### src/rtl/lsu_unit_if.sv
// Handshake and bus bundle linking the EXU request port, the LSU and the memory port.
// The slave modport is the LSU's view; master is the surrounding environment's view.
interface lsu_unit_if;
  localparam int unsigned XLEN = 32;
  localparam int unsigned NBYTES = XLEN / 8;
  localparam int unsigned RIDX = 5;

  logic              in_valid;
  logic              in_ready;
  logic [XLEN-1:0]   in_addr;
  logic [XLEN-1:0]   in_wdata;
  logic              in_wen;
  logic              in_ren;
  logic [2:0]        in_funct3;
  logic [RIDX-1:0]   in_rd;

  logic              mem_req_valid;
  logic              mem_req_ready;
  logic              mem_wen;
  logic              mem_ren;
  logic [XLEN-1:0]   mem_addr;
  logic [XLEN-1:0]   mem_wdata;
  logic [NBYTES-1:0] mem_wmask;
  logic [NBYTES-1:0] mem_rmask;
  logic              mem_resp_valid;
  logic [XLEN-1:0]   mem_rdata;
  logic              mem_resp_err;

  logic              out_valid;
  logic              out_ready;
  logic [XLEN-1:0]   out_rdata;
  logic [RIDX-1:0]   out_rd;
  logic              out_rd_wen;
  logic              out_err;

  modport slave (
    input  in_valid, in_addr, in_wdata, in_wen, in_ren, in_funct3, in_rd,
    output in_ready,
    output mem_req_valid, mem_wen, mem_ren, mem_addr, mem_wdata, mem_wmask, mem_rmask,
    input  mem_req_ready, mem_resp_valid, mem_rdata, mem_resp_err,
    output out_valid, out_rdata, out_rd, out_rd_wen, out_err,
    input  out_ready
  );

  modport master (
    output in_valid, in_addr, in_wdata, in_wen, in_ren, in_funct3, in_rd,
    input  in_ready,
    input  mem_req_valid, mem_wen, mem_ren, mem_addr, mem_wdata, mem_wmask, mem_rmask,
    output mem_req_ready, mem_resp_valid, mem_rdata, mem_resp_err,
    input  out_valid, out_rdata, out_rd, out_rd_wen, out_err,
    output out_ready
  );
endinterface

### src/rtl/lsu_unit.sv
// Single-outstanding load/store unit: aligns the address, builds byte masks and
// replicated store data, and extracts/extends the load lane from the memory response.
module lsu_unit (
  input  logic      clock,
  input  logic      reset,
  lsu_unit_if.slave bus
);
  localparam int unsigned XLEN = 32;
  localparam int unsigned NBYTES = XLEN / 8;
  localparam int unsigned RIDX = 5;

  typedef enum logic [1:0] {IDLE, REQ, WAIT, RESP} state_e;
  typedef enum logic [1:0] {SZ_B, SZ_H, SZ_W} size_e;

  state_e            state_q, state_d;
  logic [1:0]        lane_q, lane_d;
  logic [2:0]        funct3_q, funct3_d;
  logic              load_q, load_d;

  logic              in_ready_q, in_ready_d;
  logic              mem_req_valid_q, mem_req_valid_d;
  logic              mem_wen_q, mem_wen_d;
  logic              mem_ren_q, mem_ren_d;
  logic [XLEN-1:0]   mem_addr_q, mem_addr_d;
  logic [XLEN-1:0]   mem_wdata_q, mem_wdata_d;
  logic [NBYTES-1:0] mem_wmask_q, mem_wmask_d;
  logic [NBYTES-1:0] mem_rmask_q, mem_rmask_d;
  logic              out_valid_q, out_valid_d;
  logic [XLEN-1:0]   out_rdata_q, out_rdata_d;
  logic [RIDX-1:0]   out_rd_q, out_rd_d;
  logic              out_rd_wen_q, out_rd_wen_d;
  logic              out_err_q, out_err_d;

  size_e             acc_sz;
  logic [1:0]        acc_lane;
  logic              acc_store, acc_load, acc_mis;
  logic [NBYTES-1:0] acc_mask;
  logic [XLEN-1:0]   acc_wdata;
  logic [XLEN-1:0]   rshift, ld_data;

  // Unused funct3 encodings fall through to word size.
  function automatic size_e size_of(input logic [2:0] f3);
    size_e sz;
    unique case (f3)
      3'b000, 3'b100: sz = SZ_B;
      3'b001, 3'b101: sz = SZ_H;
      default:        sz = SZ_W;
    endcase
    return sz;
  endfunction

  always_comb begin
    state_d       = state_q;
    lane_d        = lane_q;
    funct3_d      = funct3_q;
    load_d        = load_q;
    mem_wen_d     = mem_wen_q;
    mem_ren_d     = mem_ren_q;
    mem_addr_d    = mem_addr_q;
    mem_wdata_d   = mem_wdata_q;
    mem_wmask_d   = mem_wmask_q;
    mem_rmask_d   = mem_rmask_q;
    out_rdata_d   = out_rdata_q;
    out_rd_d      = out_rd_q;
    out_rd_wen_d  = out_rd_wen_q;
    out_err_d     = out_err_q;

    // Request decode; wen wins when both wen and ren are set.
    acc_sz    = size_of(bus.in_funct3);
    acc_lane  = bus.in_addr[1:0];
    acc_store = bus.in_wen;
    acc_load  = bus.in_ren & ~bus.in_wen;
    unique case (acc_sz)
      SZ_B: begin
        acc_mis   = 1'b0;
        acc_mask  = NBYTES'(4'b0001) << acc_lane;
        acc_wdata = {4{bus.in_wdata[7:0]}};
      end
      SZ_H: begin
        acc_mis   = acc_lane[0];
        acc_mask  = NBYTES'(4'b0011) << acc_lane;
        acc_wdata = {2{bus.in_wdata[15:0]}};
      end
      default: begin
        acc_mis   = |acc_lane;
        acc_mask  = '1;
        acc_wdata = bus.in_wdata;
      end
    endcase

    // Load lane extraction; funct3[2] selects zero extension.
    rshift = bus.mem_rdata >> {lane_q, 3'b000};
    unique case (size_of(funct3_q))
      SZ_B:    ld_data = {{24{rshift[7] & ~funct3_q[2]}}, rshift[7:0]};
      SZ_H:    ld_data = {{16{rshift[15] & ~funct3_q[2]}}, rshift[15:0]};
      default: ld_data = rshift;
    endcase

    unique case (state_q)
      IDLE: begin
        if (bus.in_valid) begin
          lane_d   = acc_lane;
          funct3_d = bus.in_funct3;
          load_d   = acc_load;
          out_rd_d = bus.in_rd;
          if (!acc_store && !acc_load) begin
            state_d      = RESP;
            out_rdata_d  = '0;
            out_err_d    = 1'b0;
            out_rd_wen_d = 1'b0;
          end else if (acc_mis) begin
            state_d      = RESP;
            out_rdata_d  = '0;
            out_err_d    = 1'b1;
            out_rd_wen_d = 1'b0;
          end else begin
            state_d     = REQ;
            mem_addr_d  = {bus.in_addr[XLEN-1:2], 2'b00};
            mem_wen_d   = acc_store;
            mem_ren_d   = acc_load;
            mem_wmask_d = acc_store ? acc_mask : '0;
            mem_rmask_d = acc_load ? acc_mask : '0;
            mem_wdata_d = acc_store ? acc_wdata : '0;
          end
        end
      end
      REQ: begin
        if (bus.mem_req_ready) state_d = WAIT;
      end
      WAIT: begin
        if (bus.mem_resp_valid) begin
          state_d      = RESP;
          out_err_d    = bus.mem_resp_err;
          out_rd_wen_d = load_q & ~bus.mem_resp_err;
          out_rdata_d  = load_q ? ld_data : '0;
        end
      end
      RESP: begin
        if (bus.out_ready) state_d = IDLE;
      end
      default: state_d = IDLE;
    endcase

    in_ready_d      = (state_d == IDLE);
    mem_req_valid_d = (state_d == REQ);
    out_valid_d     = (state_d == RESP);
  end

  always_ff @(posedge clock) begin
    if (reset) begin
      state_q         <= IDLE;
      lane_q          <= '0;
      funct3_q        <= '0;
      load_q          <= 1'b0;
      in_ready_q      <= 1'b1;
      mem_req_valid_q <= 1'b0;
      mem_wen_q       <= 1'b0;
      mem_ren_q       <= 1'b0;
      mem_addr_q      <= '0;
      mem_wdata_q     <= '0;
      mem_wmask_q     <= '0;
      mem_rmask_q     <= '0;
      out_valid_q     <= 1'b0;
      out_rdata_q     <= '0;
      out_rd_q        <= '0;
      out_rd_wen_q    <= 1'b0;
      out_err_q       <= 1'b0;
    end else begin
      state_q         <= state_d;
      lane_q          <= lane_d;
      funct3_q        <= funct3_d;
      load_q          <= load_d;
      in_ready_q      <= in_ready_d;
      mem_req_valid_q <= mem_req_valid_d;
      mem_wen_q       <= mem_wen_d;
      mem_ren_q       <= mem_ren_d;
      mem_addr_q      <= mem_addr_d;
      mem_wdata_q     <= mem_wdata_d;
      mem_wmask_q     <= mem_wmask_d;
      mem_rmask_q     <= mem_rmask_d;
      out_valid_q     <= out_valid_d;
      out_rdata_q     <= out_rdata_d;
      out_rd_q        <= out_rd_d;
      out_rd_wen_q    <= out_rd_wen_d;
      out_err_q       <= out_err_d;
    end
  end

  assign bus.in_ready      = in_ready_q;
  assign bus.mem_req_valid = mem_req_valid_q;
  assign bus.mem_wen       = mem_wen_q;
  assign bus.mem_ren       = mem_ren_q;
  assign bus.mem_addr      = mem_addr_q;
  assign bus.mem_wdata     = mem_wdata_q;
  assign bus.mem_wmask     = mem_wmask_q;
  assign bus.mem_rmask     = mem_rmask_q;
  assign bus.out_valid     = out_valid_q;
  assign bus.out_rdata     = out_rdata_q;
  assign bus.out_rd        = out_rd_q;
  assign bus.out_rd_wen    = out_rd_wen_q;
  assign bus.out_err       = out_err_q;
endmodule

### src/flat_wrapper.sv
// flat-port wrapper written by rule: the top's interface ports become plain ports
module lsu_unit_flat 
  (clock, reset, bus_in_valid, bus_in_addr, bus_in_wdata, bus_in_wen, bus_in_ren, bus_in_funct3, bus_in_rd, bus_in_ready, bus_mem_req_valid, bus_mem_wen, bus_mem_ren, bus_mem_addr, bus_mem_wdata, bus_mem_wmask, bus_mem_rmask, bus_mem_req_ready, bus_mem_resp_valid, bus_mem_rdata, bus_mem_resp_err, bus_out_valid, bus_out_rdata, bus_out_rd, bus_out_rd_wen, bus_out_err, bus_out_ready);
  lsu_unit_if bus_i ();
  input  logic clock;
  input  logic reset;
  input wire logic [$bits(bus_i.in_valid)-1:0] bus_in_valid;
  input wire logic [$bits(bus_i.in_addr)-1:0] bus_in_addr;
  input wire logic [$bits(bus_i.in_wdata)-1:0] bus_in_wdata;
  input wire logic [$bits(bus_i.in_wen)-1:0] bus_in_wen;
  input wire logic [$bits(bus_i.in_ren)-1:0] bus_in_ren;
  input wire logic [$bits(bus_i.in_funct3)-1:0] bus_in_funct3;
  input wire logic [$bits(bus_i.in_rd)-1:0] bus_in_rd;
  output wire logic [$bits(bus_i.in_ready)-1:0] bus_in_ready;
  output wire logic [$bits(bus_i.mem_req_valid)-1:0] bus_mem_req_valid;
  output wire logic [$bits(bus_i.mem_wen)-1:0] bus_mem_wen;
  output wire logic [$bits(bus_i.mem_ren)-1:0] bus_mem_ren;
  output wire logic [$bits(bus_i.mem_addr)-1:0] bus_mem_addr;
  output wire logic [$bits(bus_i.mem_wdata)-1:0] bus_mem_wdata;
  output wire logic [$bits(bus_i.mem_wmask)-1:0] bus_mem_wmask;
  output wire logic [$bits(bus_i.mem_rmask)-1:0] bus_mem_rmask;
  input wire logic [$bits(bus_i.mem_req_ready)-1:0] bus_mem_req_ready;
  input wire logic [$bits(bus_i.mem_resp_valid)-1:0] bus_mem_resp_valid;
  input wire logic [$bits(bus_i.mem_rdata)-1:0] bus_mem_rdata;
  input wire logic [$bits(bus_i.mem_resp_err)-1:0] bus_mem_resp_err;
  output wire logic [$bits(bus_i.out_valid)-1:0] bus_out_valid;
  output wire logic [$bits(bus_i.out_rdata)-1:0] bus_out_rdata;
  output wire logic [$bits(bus_i.out_rd)-1:0] bus_out_rd;
  output wire logic [$bits(bus_i.out_rd_wen)-1:0] bus_out_rd_wen;
  output wire logic [$bits(bus_i.out_err)-1:0] bus_out_err;
  input wire logic [$bits(bus_i.out_ready)-1:0] bus_out_ready;
  assign bus_i.in_valid = bus_in_valid;
  assign bus_i.in_addr = bus_in_addr;
  assign bus_i.in_wdata = bus_in_wdata;
  assign bus_i.in_wen = bus_in_wen;
  assign bus_i.in_ren = bus_in_ren;
  assign bus_i.in_funct3 = bus_in_funct3;
  assign bus_i.in_rd = bus_in_rd;
  assign bus_in_ready = bus_i.in_ready;
  assign bus_mem_req_valid = bus_i.mem_req_valid;
  assign bus_mem_wen = bus_i.mem_wen;
  assign bus_mem_ren = bus_i.mem_ren;
  assign bus_mem_addr = bus_i.mem_addr;
  assign bus_mem_wdata = bus_i.mem_wdata;
  assign bus_mem_wmask = bus_i.mem_wmask;
  assign bus_mem_rmask = bus_i.mem_rmask;
  assign bus_i.mem_req_ready = bus_mem_req_ready;
  assign bus_i.mem_resp_valid = bus_mem_resp_valid;
  assign bus_i.mem_rdata = bus_mem_rdata;
  assign bus_i.mem_resp_err = bus_mem_resp_err;
  assign bus_out_valid = bus_i.out_valid;
  assign bus_out_rdata = bus_i.out_rdata;
  assign bus_out_rd = bus_i.out_rd;
  assign bus_out_rd_wen = bus_i.out_rd_wen;
  assign bus_out_err = bus_i.out_err;
  assign bus_i.out_ready = bus_out_ready;
  lsu_unit u_core (.clock(clock), .reset(reset), .bus(bus_i));
endmodule
### config.mk
export PLATFORM = sky130hd
export DESIGN_NAME = lsu_unit_flat
export DESIGN_NICKNAME = d
export VERILOG_FILES = /design/src/rtl/lsu_unit_if.sv /design/src/rtl/lsu_unit.sv /design/src/flat_wrapper.sv
export SDC_FILE = /design/constraint.sdc
export NUM_CORES = 1
export LEC_CHECK = 0
export BUFFER_PORTS_ARGS = -buffer_cell sky130_fd_sc_hd__buf_2
export CORE_MARGIN = 2
export CORE_UTILIZATION = 51
export CTS_CLUSTER_DIAMETER = 60
export DETAILED_ROUTE_END_ITERATION = 16
export PLACE_DENSITY = 0.93
export SETUP_SLACK_MARGIN = 0.02
export SYNTH_ARGS = -nofsm -noshare
export SYNTH_HDL_FRONTEND = slang
export SYNTH_SLANG_ARGS = --single-unit
### constraint.sdc
create_clock -name clock -period 2.85 [get_ports clock]
set_clock_uncertainty 0.05 [all_clocks]
set_input_delay 0.285 -clock clock [delete_from_list [all_inputs] [get_ports clock]]
set_output_delay 0.285 -clock clock [all_outputs]
set_load 0.05 [all_outputs]
# After elaboration in Yosys (flattened, before gate mapping)
# Cells that the tools add are included.
[word_totals]
regBits = 122
inputBits = 113
out_inout_bits = 116
elab_cells = 95
[classes]
eq_ne = 16
shift = 3
n_mux = 32
bitwise = 9
reduce_logical = 18
[op_table]
columns = ["op", "count"]
rows = [
  ["$mux W32", 6],
  ["$pmux W32 S2", 3],
  ["$shr A32 B5 Y32", 1],
  ["$eq A3 B3 Y1 const B", 4],
  ["$mux W2", 6],
  ["$reduce_or A2 Y1", 5],
  ["$eq A2 B1 Y1 const B", 4],
  ["$logic_not A2 Y1", 4],
  ["$mux W1", 8],
  ["$mux W4", 2],
  ["$pmux W2 S2", 2],
  ["$pmux W2 S4", 1],
  ["$pmux W4 S2", 1],
  ["$reduce_and A4 Y1", 2],
  ["$eq A2 B2 Y1 const B", 3],
  ["$eq A3 B1 Y1 const B", 2],
  ["$logic_not A3 Y1", 2],
  ["$pmux W1 S2", 3],
  ["$not A1 Y1", 5],
  ["$and A1 B1 Y1", 4],
  ["$ne A2 B2 Y1 const B", 2],
  ["$shl A1 B2 Y4 const A", 1],
  ["$shl A2 B2 Y4 const A", 1],
  ["$ne A3 B1 Y1 const B", 1],
  ["other kinds (4)", 5],
]

# Depth between registers and ports, before layout
# Gate-level depths: netlist (run 1).
[logic_depth]
word_depth = 10
mapped_depth = 7
ltp_nobuf = 4

# Worst setup path before layout (run 1)
# No wires, ideal clock.
[synth_timing]
kind = "reg-to-reg"
from = "register u_core.state_q[1]"
to = "register u_core.out_rdata_q[24] (netlist: u_core.bus.out_rdata[24])"
setup_time_ns = 0.122
arrival_time_ns = 1.501
required_time_ns = 2.678
path_slack_ns = 1.177
path_stages_with_launch = 6
path_buffers = 1
period_less_slack_ns = 1.673
cell_sequence = "dfxtp_1 or3b_4 a21oi_4 nor3_2 buf_2 a221o_1"
[synth_between]
elab_chain_cells = 3
elab_cells_between_ends = 8
cone_classes = "eq/ne (4); mux (1); reduce/logical (3)"
[synth_lines]
columns = ["item", "line_no", "text"]
rows = [
  ["start, declared", "lsu_unit.sv:15", "state_e state_q, state_d;"],
  ["start signal, assigned", "lsu_unit.sv:169", "state_q <= state_d;"],
  ["$eq A2 B2 Y1 or $logic_not A2 Y1 (tied branches)", "lsu_unit.sv:99", "unique case (state_q)"],
  ["$ne A2 B2 Y1 (no line) (tied with other cells)", "n/a", ""],
  ["$reduce_and A4 Y1 (no line)", "n/a", ""],
  ["end signal, assigned", "lsu_unit.sv:182", "out_rdata_q <= out_rdata_d;"],
  ["end, declared", "lsu_unit.sv:29", "logic [XLEN-1:0] out_rdata_q, out_rdata_d;"],
]
# Several ways; a longest one is shown, not always the timed one.
# A chain may end at the register's enable or synchronous reset.

# Worst setup path after layout (run 1)
[layout_timing]
from = "register u_core.state_q[1]"
to = "register u_core.out_rdata_q[26] (netlist: u_core.bus.out_rdata[26])"
# The elaborated chain is that of the path after synthesis.

==> results of run 1 <==
## state kept, by name (all words and copies together), names as in the netlist
| signal | cells |
|---|---|
| u_core.bus.mem_wdata | 32 |
| u_core.bus.out_rdata | 32 |
| u_core.bus.mem_addr | 30 |
| u_core.bus.out_rd | 5 |
| u_core.bus.mem_rmask | 4 |
| u_core.bus.mem_wmask | 4 |
| u_core.funct3_q | 3 |
| u_core.lane_q | 2 |
| u_core.state_q | 2 |
| u_core.bus.in_ready | 1 |
| u_core.bus.mem_ren | 1 |
| u_core.bus.mem_req_valid | 1 |
| u_core.bus.mem_wen | 1 |
| u_core.bus.out_err | 1 |
| u_core.bus.out_rd_wen | 1 |
| u_core.bus.out_valid | 1 |
| u_core.load_q | 1 |
## cell usage in the layout (no fill, tap or decap), types with 3 or more instances in the layout
master / Yosys / layout
sky130_fd_sc_hd__buf_2: 13 / 226
sky130_fd_sc_hd__nand2_1: 134 / 134
sky130_fd_sc_hd__dfxtp_1: 122 / 122
sky130_fd_sc_hd__a21oi_1: 98 / 98
sky130_fd_sc_hd__dlygate4sd3_1: 0 / 41
sky130_fd_sc_hd__nand3_1: 39 / 38
sky130_fd_sc_hd__mux2i_1: 24 / 24
sky130_fd_sc_hd__mux2_2: 23 / 23
sky130_fd_sc_hd__nor2_1: 18 / 18
sky130_fd_sc_hd__a221o_1: 16 / 16
sky130_fd_sc_hd__o21ai_0: 16 / 16
sky130_fd_sc_hd__clkbuf_16: 0 / 16
sky130_fd_sc_hd__buf_4: 7 / 10
sky130_fd_sc_hd__a22o_1: 9 / 9
sky130_fd_sc_hd__o2bb2ai_1: 8 / 8
sky130_fd_sc_hd__nor2b_1: 5 / 5
sky130_fd_sc_hd__inv_1: 4 / 4
sky130_fd_sc_hd__nand2b_1: 4 / 4
sky130_fd_sc_hd__bufinv_16: 0 / 4
sky130_fd_sc_hd__clkinvlp_4: 0 / 4
sky130_fd_sc_hd__clkinv_4: 0 / 4
sky130_fd_sc_hd__a21o_1: 3 / 3
## cell type report
cell class | count | area, µm² | area share
multi-input combinational | 425 | 2540 | 0.343
sequential | 122 | 2440 | 0.329
timing repair buffer | 278 | 1640 | 0.220
clock buffer | 18 | 428 | 0.0576
clock inverter | 13 | 194 | 0.0261
tap | 133 | 166 | 0.0224
inverter | 4 | 15.0 | 0.00202
## cells in the mapped netlist (2+ instances only)
master,number,share of area
sky130_fd_sc_hd__clkbuf_1,29,0.021
sky130_fd_sc_hd__buf_6,2,0.0043
sky130_fd_sc_hd__nor3_1,2,0.0019
sky130_fd_sc_hd__buf_4,7,0.010
sky130_fd_sc_hd__a221o_1,16,0.031
sky130_fd_sc_hd__a22o_1,9,0.015
sky130_fd_sc_hd__nand2_1,134,0.096
sky130_fd_sc_hd__buf_2,13,0.012
sky130_fd_sc_hd__mux4_2,2,0.0086
sky130_fd_sc_hd__a21o_1,3,0.0043
sky130_fd_sc_hd__nor2_1,18,0.013
sky130_fd_sc_hd__a21oi_1,98,0.094
sky130_fd_sc_hd__nor2b_1,5,0.0060
sky130_fd_sc_hd__inv_1,4,0.0029
sky130_fd_sc_hd__nor3_2,2,0.0038
sky130_fd_sc_hd__dfxtp_1,122,0.47
sky130_fd_sc_hd__mux2i_1,24,0.046
sky130_fd_sc_hd__mux2_2,23,0.050
sky130_fd_sc_hd__o21ai_0,16,0.015
sky130_fd_sc_hd__nand2b_1,4,0.0048
sky130_fd_sc_hd__nand3_1,39,0.037
sky130_fd_sc_hd__o2bb2ai_1,8,0.013
## logic make-up after synthesis
family | count (synthesis) | share of synthesized area
and+or+nand+nor | 211 | 0.177
AOI/OAI and AO/OA | 162 | 0.199
DFF | 122 | 0.467
buffers and inverters | 55 | 0.0505
muxes | 50 | 0.106
other | 1 | 0.000717
## critical path, cell delays in order (launching register included)
cell and delay, ps:
sky130_fd_sc_hd__dfxtp_1 450, sky130_fd_sc_hd__and3b_2 310, sky130_fd_sc_hd__nand3b_4 190, sky130_fd_sc_hd__a2111oi_4 880, sky130_fd_sc_hd__a221o_1 230
## through the flow
step | instances | area [µm²] | utilization | worst slack, ps | power, mW
final | 993 | 7430 | 0.753 | 676 | 4.82
after global routing | 993 | 7430 | 0.753 | 536 | 4.96
after CTS | 993 | 7430 | 0.753 | 722 | 4.81
after detailed placement | 921 | 6390 | 0.648 | 768 | 2.53
after global placement | 921 | 6390 | 0.648 | 805 | 2.51
after floorplan | 602 | 5230 | - | 1180 | 2.32
## where the power goes
part | internal (mW) | switching (mW)
logic | 0.268 | 0.495
registers | 1.76 | 0.0378
clock network | 1.45 | 0.808
total | 3.48 | 1.34
## per-layer routing
| metal | wire [µm] | up-vias | GRT usage |
|---|---|---|---|
| li1 | - | 2595 | - |
| met1 | 6390 | 2605 | 0.333 |
| met2 | 8840 | 333 | 0.548 |
| met3 | 1710 | 40 | 0.0977 |
| met4 | 415 | 0 | 0.126 |
| met5 | 0 | - | 0 |
## timing repair
action / in CTS / in global routing
hold buffers: 41 / 0
setup buffers: 0 / 0
hold endpoints to repair: 41 / 0
resized for setup: 0 / 0
endpoints found under the setup margin: 0 / 0
## worst min-delay path by stage
stage               slack (ps)                        to                startpoint  depth (start not counted)
finish                      30        u_core.funct3_q[2]          bus_in_funct3[2]                          3
global route                10        u_core.funct3_q[2]          bus_in_funct3[2]                          3
CTS                          4        u_core.funct3_q[2]          bus_in_funct3[2]                          3
detailed placement         390  u_core.bus.mem_wdata[19]  u_core.bus.mem_wdata[19]                          2
global placement           390   u_core.bus.mem_wdata[6]   u_core.bus.mem_wdata[6]                          2
floorplan                  320     u_core.bus.out_rd_wen          bus_mem_resp_err                          1
==> summary.md, run 1 <==
The worst-case IR drop observed on VDD is 0.000465 V. In this run, CTS created clock tree buffers numbering 17. The tools report the count of unique library cells instantiated by Yosys as 43.

For the number of global-route vias before repair, the log shows 5681. The ratio of final minimum period to clock period is 0.763. The run gives 0 as the count of yosys warnings during synthesis. The dominant register cell in the synthesized netlist is sky130_fd_sc_hd__dfxtp_1. The cell area after technology mapping is 5230 µm². Summed over all failing endpoints, the final setup total negative slack is 0 ps. Clock-pin slew was measured on the worst setup and hold paths at 60 ps. The number of clock sinks seen by CTS was 122.

TritonCTS built the clock tree. The floorplan has 36 rows. The clock tree synthesis step divided the H-tree into 4 levels. The number of cells on the worst reg-to-reg path is 4, and the count of port buffers added during placement is 226.

The die height is 105 µm, and the flip-flop and latch count after synthesis is 122. The logs give 0.307 for the global-route usage over all layers and 0 for the number of antenna violations at the first check in global routing. For this run, the detailed router's first-pass iteration total came to 7. The largest fanout on the critical path is 16. Detailed placement ended at an HPWL of 10700 µm. Tracing the worst setup path back leads to its startpoint at u_core.state_q[1]. The logs give 0 for the max-slew violation count and 0 for the number of inserted diodes.

The share of flip-flops with an asynchronous set or reset was 0; the final wirelength was 17400 µm. For the max-cap violation count, the log shows 0. Entering global routing, the biggest net connects 89 pins. For flop-to-flop paths, the worst setup slack is 680 ps.

The worst setup path endpoint was u_core.bus.out_rdata[26]. The worst hold margin is 26.9 ps, and the transition time at the pin with the least slew margin is 927 ps. The power density over the cells works out to 649 nW/µm². The run finished with clean final reports. Endpoint class of the critical path: a register. The capture instance of the worst register-to-register path is u_core.bus.out_rdata[26]. The logs give 27400 µm for the global-route wire length before repair and 500 ps for the clock network latency to the later pin of the worst-skew pair.

The run gives 0 as the count of final setup violators. Setup repair after global routing left no endpoint under its margin. Timing would allow up to 460 MHz. In this run, synthesis inferred 0 flip-flops with an integrated enable. At the worst endpoint, the arrival time is 2560 ps. Counting I/O delays and the setup requirement, the final critical path takes 2170 ps. The longest clock path from root to sink contains 2 buffers. Sequential cell area fraction in the yosys report: 0.467. The share of post-route cells with drive strength above 1 was 0.356; the final count of hold timing violations was 0.

After synthesis, the mean cell area works out to 8.70 µm². The width of the die works out to 105 µm. For the number of cells produced by synthesis, the log shows 601. The area added between synthesis and finish is 42.0%. The floorplan step defined a die boundary enclosing 11100 µm². The average detailed-routed wire length per instance came out at 17.5 µm. The type of the worst setup path is reg -> reg. The worst slew slack as a fraction of its limit is 0.382, and the number of DRC violations after detailed-routing iteration 0 is 367.

The final route contains 5573 vias. The launching element type of the critical path was a register. The tools report the final weighted congestion in routability-driven placement as 0.808. Launching point of the worst reg2reg path: u_core.state_q[1]. The path class of the tightest hold or removal check is in -> reg. The total overflow left after global routing is 0. Dividing the detail-routed via count by the number of cells gives 5.61.

For this run, design rule violations remaining after detail routing come to 0. The filler cells instantiated in the layout total 662. The tools report the reported leakage power as 3.33 nW. For the area of the placeable core, the log shows 9860 µm². The starting density of the core was 0.530; the data required time at the worst endpoint was 3240 ps. In this run the remaining antenna-violating nets after routing total 0. In this run the clock root is driven by a sky130_fd_sc_hd__clkbuf_8.

The tools report the net total in the final layout as 961. Pin placement for this block handled 229 I/O pins.
Power figures use the tool's default switching activity.
==> inputs of run 2 (changes only) <==
--- a/config.mk
+++ b/config.mk
@@ -5,12 +5,13 @@
 export SDC_FILE = /design/constraint.sdc
 export NUM_CORES = 1
 export LEC_CHECK = 0
+export ABC_AREA = 1
 export BUFFER_PORTS_ARGS = -buffer_cell sky130_fd_sc_hd__buf_2
 export CORE_MARGIN = 2
-export CORE_UTILIZATION = 51
+export CORE_UTILIZATION = 43
 export CTS_CLUSTER_DIAMETER = 60
 export DETAILED_ROUTE_END_ITERATION = 16
-export PLACE_DENSITY = 0.93
+export PLACE_DENSITY = 0.84
 export SETUP_SLACK_MARGIN = 0.02
 export SYNTH_ARGS = -nofsm -noshare
 export SYNTH_HDL_FRONTEND = slang
==> constraint.sdc (replaced) <==
create_clock -name clock -period 1.8 [get_ports clock]
set_clock_uncertainty 0.05 [all_clocks]
set_input_delay 0.18 -clock clock [delete_from_list [all_inputs] [get_ports clock]]
set_output_delay 0.18 -clock clock [all_outputs]
set_load 0.05 [all_outputs]
==> run 2 against run 1 <==
Worst hold slack lost 2.3 ps. Sequential power grew 63%. Synthesized area grew 4.7%. Worst setup slack lost 520 ps. Via count grew 7.7%. Cell area grew 2.5%. Utilization shrank 14 points. Global-route usage shrank 6.8 points. Largest power group unchanged. Highest routed layer unchanged.
==> summary.md, run 2 <==
The cell area after technology mapping was 5480 µm² (+4.7%); the part of the power in registers was 0.381 (+0.007). For the TritonCTS buffer count, the log shows 17 (unchanged). Total instance count after detailed placement: 1139 (+24%). The run gives 0 (unchanged) as the number of inserted diodes. The xor and xnor area share after synthesis was 0 (unchanged).

The count of yosys warnings during synthesis was 0 (unchanged); the data required time at the worst endpoint was 2090 ps (-1150 ps). The filler cell count in the final layout came out at 1133 (+71%). The sequential cell area fraction in the yosys report is 0.446 (-0.0210), and the compound-gate portion of the synthesized area is 0.172 (-0.0270). The library cell used most frequently in the layout, excluding fill and tap cells, is sky130_fd_sc_hd__buf_2. Count of final setup violators: 0 (unchanged). For the number of DRC violations after detailed-routing iteration 0, the log shows 478 (+30%).

Grouping stages by cell kind, the critical path spends the most delay in simple AND/OR/NAND/NOR gates. The worst setup path is of the reg -> reg kind. Max-slew violation count: 0 (unchanged). The overall die area was 13700 µm² (+23%); the count of buffers added by post-CTS timing repair for setup was 0 (unchanged). The count of unique library cells instantiated by Yosys came out at 31 (-28%). The library cell contributing the largest single delay on the critical path is sky130_fd_sc_hd__dfxtp_1. The launching point of the worst reg2reg path was u_core.state_q[1]. The number of cells on the critical path is 8 (+4), and the number of clock sinks seen by CTS is 122 (unchanged).

By area, the combinational part of the netlist is dominated by simple AND/OR/NAND/NOR gates. The delay of the slowest cell on the worst path was 320 ps (-560 ps). For the max-cap violation count, the log shows 0 (unchanged). Capture instance of the worst register-to-register path: u_core.bus.mem_wdata[1]. The synthesized area per cell works out to 7.08 µm² (-19%). The share of post-route cells with drive strength above 1 is 0.295 (-0.0610).

By instance count, the cell type seen most on the critical path is sky130_fd_sc_hd__nand2_4. The ratio of final minimum period to clock period was 0.913 (+0.150). Relative to the synthesized area, the layout overhead comes to 39.0%.

The run gives 0.231 (+0.073) as the combinational group share of total power. The count of non-filler cells in the finished layout is 1210 (+22%). For the net switching power figure, the log shows 2.50 mW (+86%). The fraction of power spent switching nets was 0.325 (+0.0463); the number of cell rows was 41 (+14%).

The die height was 117 µm (+11%); the share of flip-flops with an asynchronous set or reset was 0 (unchanged). The library cells used most frequently in the layout, excluding fill and tap cells, are 226 x sky130_fd_sc_hd__buf_2, 207 x sky130_fd_sc_hd__nand2_1, 124 x sky130_fd_sc_hd__nor2_1, 122 x sky130_fd_sc_hd__dfxtp_1, 78 x sky130_fd_sc_hd__a21oi_1. The pre-CTS setup slack was 151 ps (-616 ps). For the reported leakage power, the log shows 3.54 nW (+6.3%). The aggregate global routing overflow is 0 (unchanged), and the final wirelength is 17000 µm (-2.3%). The area of the placeable core was 12500 µm² (+27%). The I/O pin count came out at 229 (unchanged). The flow ran to the end, and the final reports show no timing, DRC or antenna violations.

The top cell type by total area after synthesis is sky130_fd_sc_hd__dfxtp_1. For the number of cells produced by synthesis, the log shows 773 (+29%). The width of the die is 117 µm (+11%), and the final period demand of the worst path is 1640 ps (-530 ps).

The tools report the final weighted congestion in routability-driven placement as 0.881 (+9.0%). H-tree depth reported by CTS: 4 (unchanged). The count of flip-flops with a built-in enable after synthesis works out to 0 (unchanged). The net total in the final layout is 1138 (+18%).

For the number of antenna violations at the first check in global routing, the log shows 0 (unchanged). Yosys attributes the largest share of cell area to sky130_fd_sc_hd__dfxtp_1 45%, sky130_fd_sc_hd__nand2_1 14%, sky130_fd_sc_hd__nor2_1 8.5%. The post-synthesis simple-gate area fraction is 0.301 (+0.124). For the post-route worst setup slack, the log shows 157 ps (-520 ps).

For the number of vias in the routed layout, the log shows 6001 (+7.7%). The arrival time at the worst endpoint was 1930 ps (-630 ps). The count of port buffers added during placement came out at 226 (unchanged). The tools report the end-of-flow core utilization as 0.608 (-0.145). Root buffer cell: sky130_fd_sc_hd__clkbuf_16. Setup repair after global routing could not meet its margin everywhere. Placed wire-length estimate: 11300 µm (+5.4%). Largest net degree at the start of global routing: 77 (-13%). The largest fanout on the critical path was 19 (+3). The post-detailed-route via-to-cell ratio is 4.96 (-12%). The portion of synthesized cell area occupied by the leading cell type came out at 0.446 (-0.0210). The timing startpoint of the critical path is u_core.state_q[1].

The global-route wire length before repair is 25700 µm (-6.2%). The signal on the critical path passes through nor2_2 -> nand2_4 -> inv_4 -> nand2_4 -> nor2_8 -> buf_4 -> nand2_1 -> a21oi_1. Starting density of the core: 0.438 (-0.0927). The mux contribution to synthesized area came out at 0 (-0.106). The startpoint of the lowest-slack hold path was bus_in_addr[21].

The proportion of power drawn by the clock network was 0.388 (-0.080). The critical path buffer and inverter count is 2 (+2), and the average detailed-routed wire length per instance is 14.0 µm (-20%). The run gives 0.238 (-0.0682) as the global-route usage over all layers. The adder-cell share of the synthesized area works out to 0 (unchanged). The power density over the cells was 1010 nW/µm² (+56%). The tools report the residual antenna-violating net count after detailed routing as 0 (unchanged). TritonCTS built the clock tree. The run gives 160 ps (-520 ps) as the worst-case register-to-register setup slack. Final count of hold timing violations: 0 (unchanged). The path class of the tightest hold or removal check is in -> reg.

For the internal power consumption, the log shows 5.20 mW (+50%). Number of design rule violations left after detail routing: 0 (unchanged). The post-route setup TNS is 0 ps (unchanged).

The worst setup path endpoint is u_core.bus.mem_wdata[1]. STA classifies the critical path endpoint as a register. The clock-pin transition on the worst setup and hold timing paths works out to 50 ps (about the same). The most frequently used cell type in the post-synthesis netlist is sky130_fd_sc_hd__nand2_1. The dominant register cell in the synthesized netlist is sky130_fd_sc_hd__dfxtp_1. Sorting the synthesized cells by how often they occur yields 207 x sky130_fd_sc_hd__nand2_1, 124 x sky130_fd_sc_hd__nor2_1, 122 x sky130_fd_sc_hd__dfxtp_1. The power after layout was 7.70 mW (+60%).

Clock network latency to the later pin of the worst-skew pair: 410 ps (-90 ps). The number of buffers on the longest clock path is 2 (unchanged), and the number of cells on the worst reg-to-reg path is 8 (+4). The number of global-route vias before repair was 5443 (-4.2%); the flip-flop and latch count after synthesis was 122 (unchanged). The launching element type of the critical path was a register.

The fmax was 609 MHz (+32%); the iteration count of the initial detailed-routing pass was 6 (-1). The largest voltage drop on the vdd net was 0.000666 V (+43%).
[run 2: final cells by class]
type,instances,area [µm²],area share
Sequential cell,122,2440,0.321
Inverter,35,139,0.0182
Multi-Input combinational cell,566,2600,0.342
Clock inverter,8,46.3,0.00608
Tap cell,172,215,0.0283
Timing Repair Buffer,283,1700,0.223
Clock buffer,24,472,0.0619
[run 2: worst register-to-register path: stages, from the launching register on]
cell                      delay (ps)
sky130_fd_sc_hd__dfxtp_1         320
sky130_fd_sc_hd__nor2_2          150
sky130_fd_sc_hd__nand2_4          70
sky130_fd_sc_hd__inv_4           120
sky130_fd_sc_hd__nand2_4         190
sky130_fd_sc_hd__nor2_8          230
sky130_fd_sc_hd__buf_4           210
sky130_fd_sc_hd__nand2_1          70
sky130_fd_sc_hd__a21oi_1         150
[run 2: worst min-delay path by stage]
stage | end | depth (start not counted) | slack, ps
floorplan | u_core.bus.mem_wdata[7] | 2 | 270
global placement | u_core.bus.out_rd[4] | 3 | 380
detailed placement | u_core.bus.out_rd[3] | 3 | 390
CTS | u_core.bus.mem_addr[21] | 3 | 4
global route | u_core.bus.mem_addr[21] | 3 | 8
finish | u_core.bus.mem_addr[21] | 3 | 20
[run 2: kinds of logic after synthesis]
logic type	Yosys count
DFF	122
AOI/OAI and AO/OA	177
buffers and inverters	86
and+or+nand+nor	387
other	1
[run 2: metrics by stage]
stage / hold WS (ps) / area [µm²]
2_1_floorplan: 273 / 5480
3_3_place_gp: 379 / 6690
3_5_place_dp: 386 / 6690
4_1_cts: 3.83 / 7600
5_1_grt: 8.14 / 7610
6_report: 24.7 / 7610
[run 2: power groups by stage]
stage | combinational (mW) | clock (mW) | sequential [mW]
after floorplan | 0.829 | 0 | 3.43
after global placement | 1.66 | 0 | 2.98
after detailed placement | 1.69 | 0 | 2.99
after CTS | 1.76 | 3.03 | 2.93
after global routing | 1.94 | 3.17 | 2.95
final | 1.78 | 2.98 | 2.94
[run 2: repair_timing]
item                                    CTS  global route
hold buffers                             39             0
hold endpoints to repair                 39             0
endpoints found under the setup margin    0             9
resized for setup                         0             6
[run 2: layer usage]
metal | track usage | share of wire | vias up
met1 | 0.292 | 0.41 | 2681
met5 | 0 | 0 | -
met4 | 0.111 | 0.023 | 0
met2 | 0.393 | 0.49 | 272
li1 | - | - | 3007
met3 | 0.0623 | 0.074 | 41
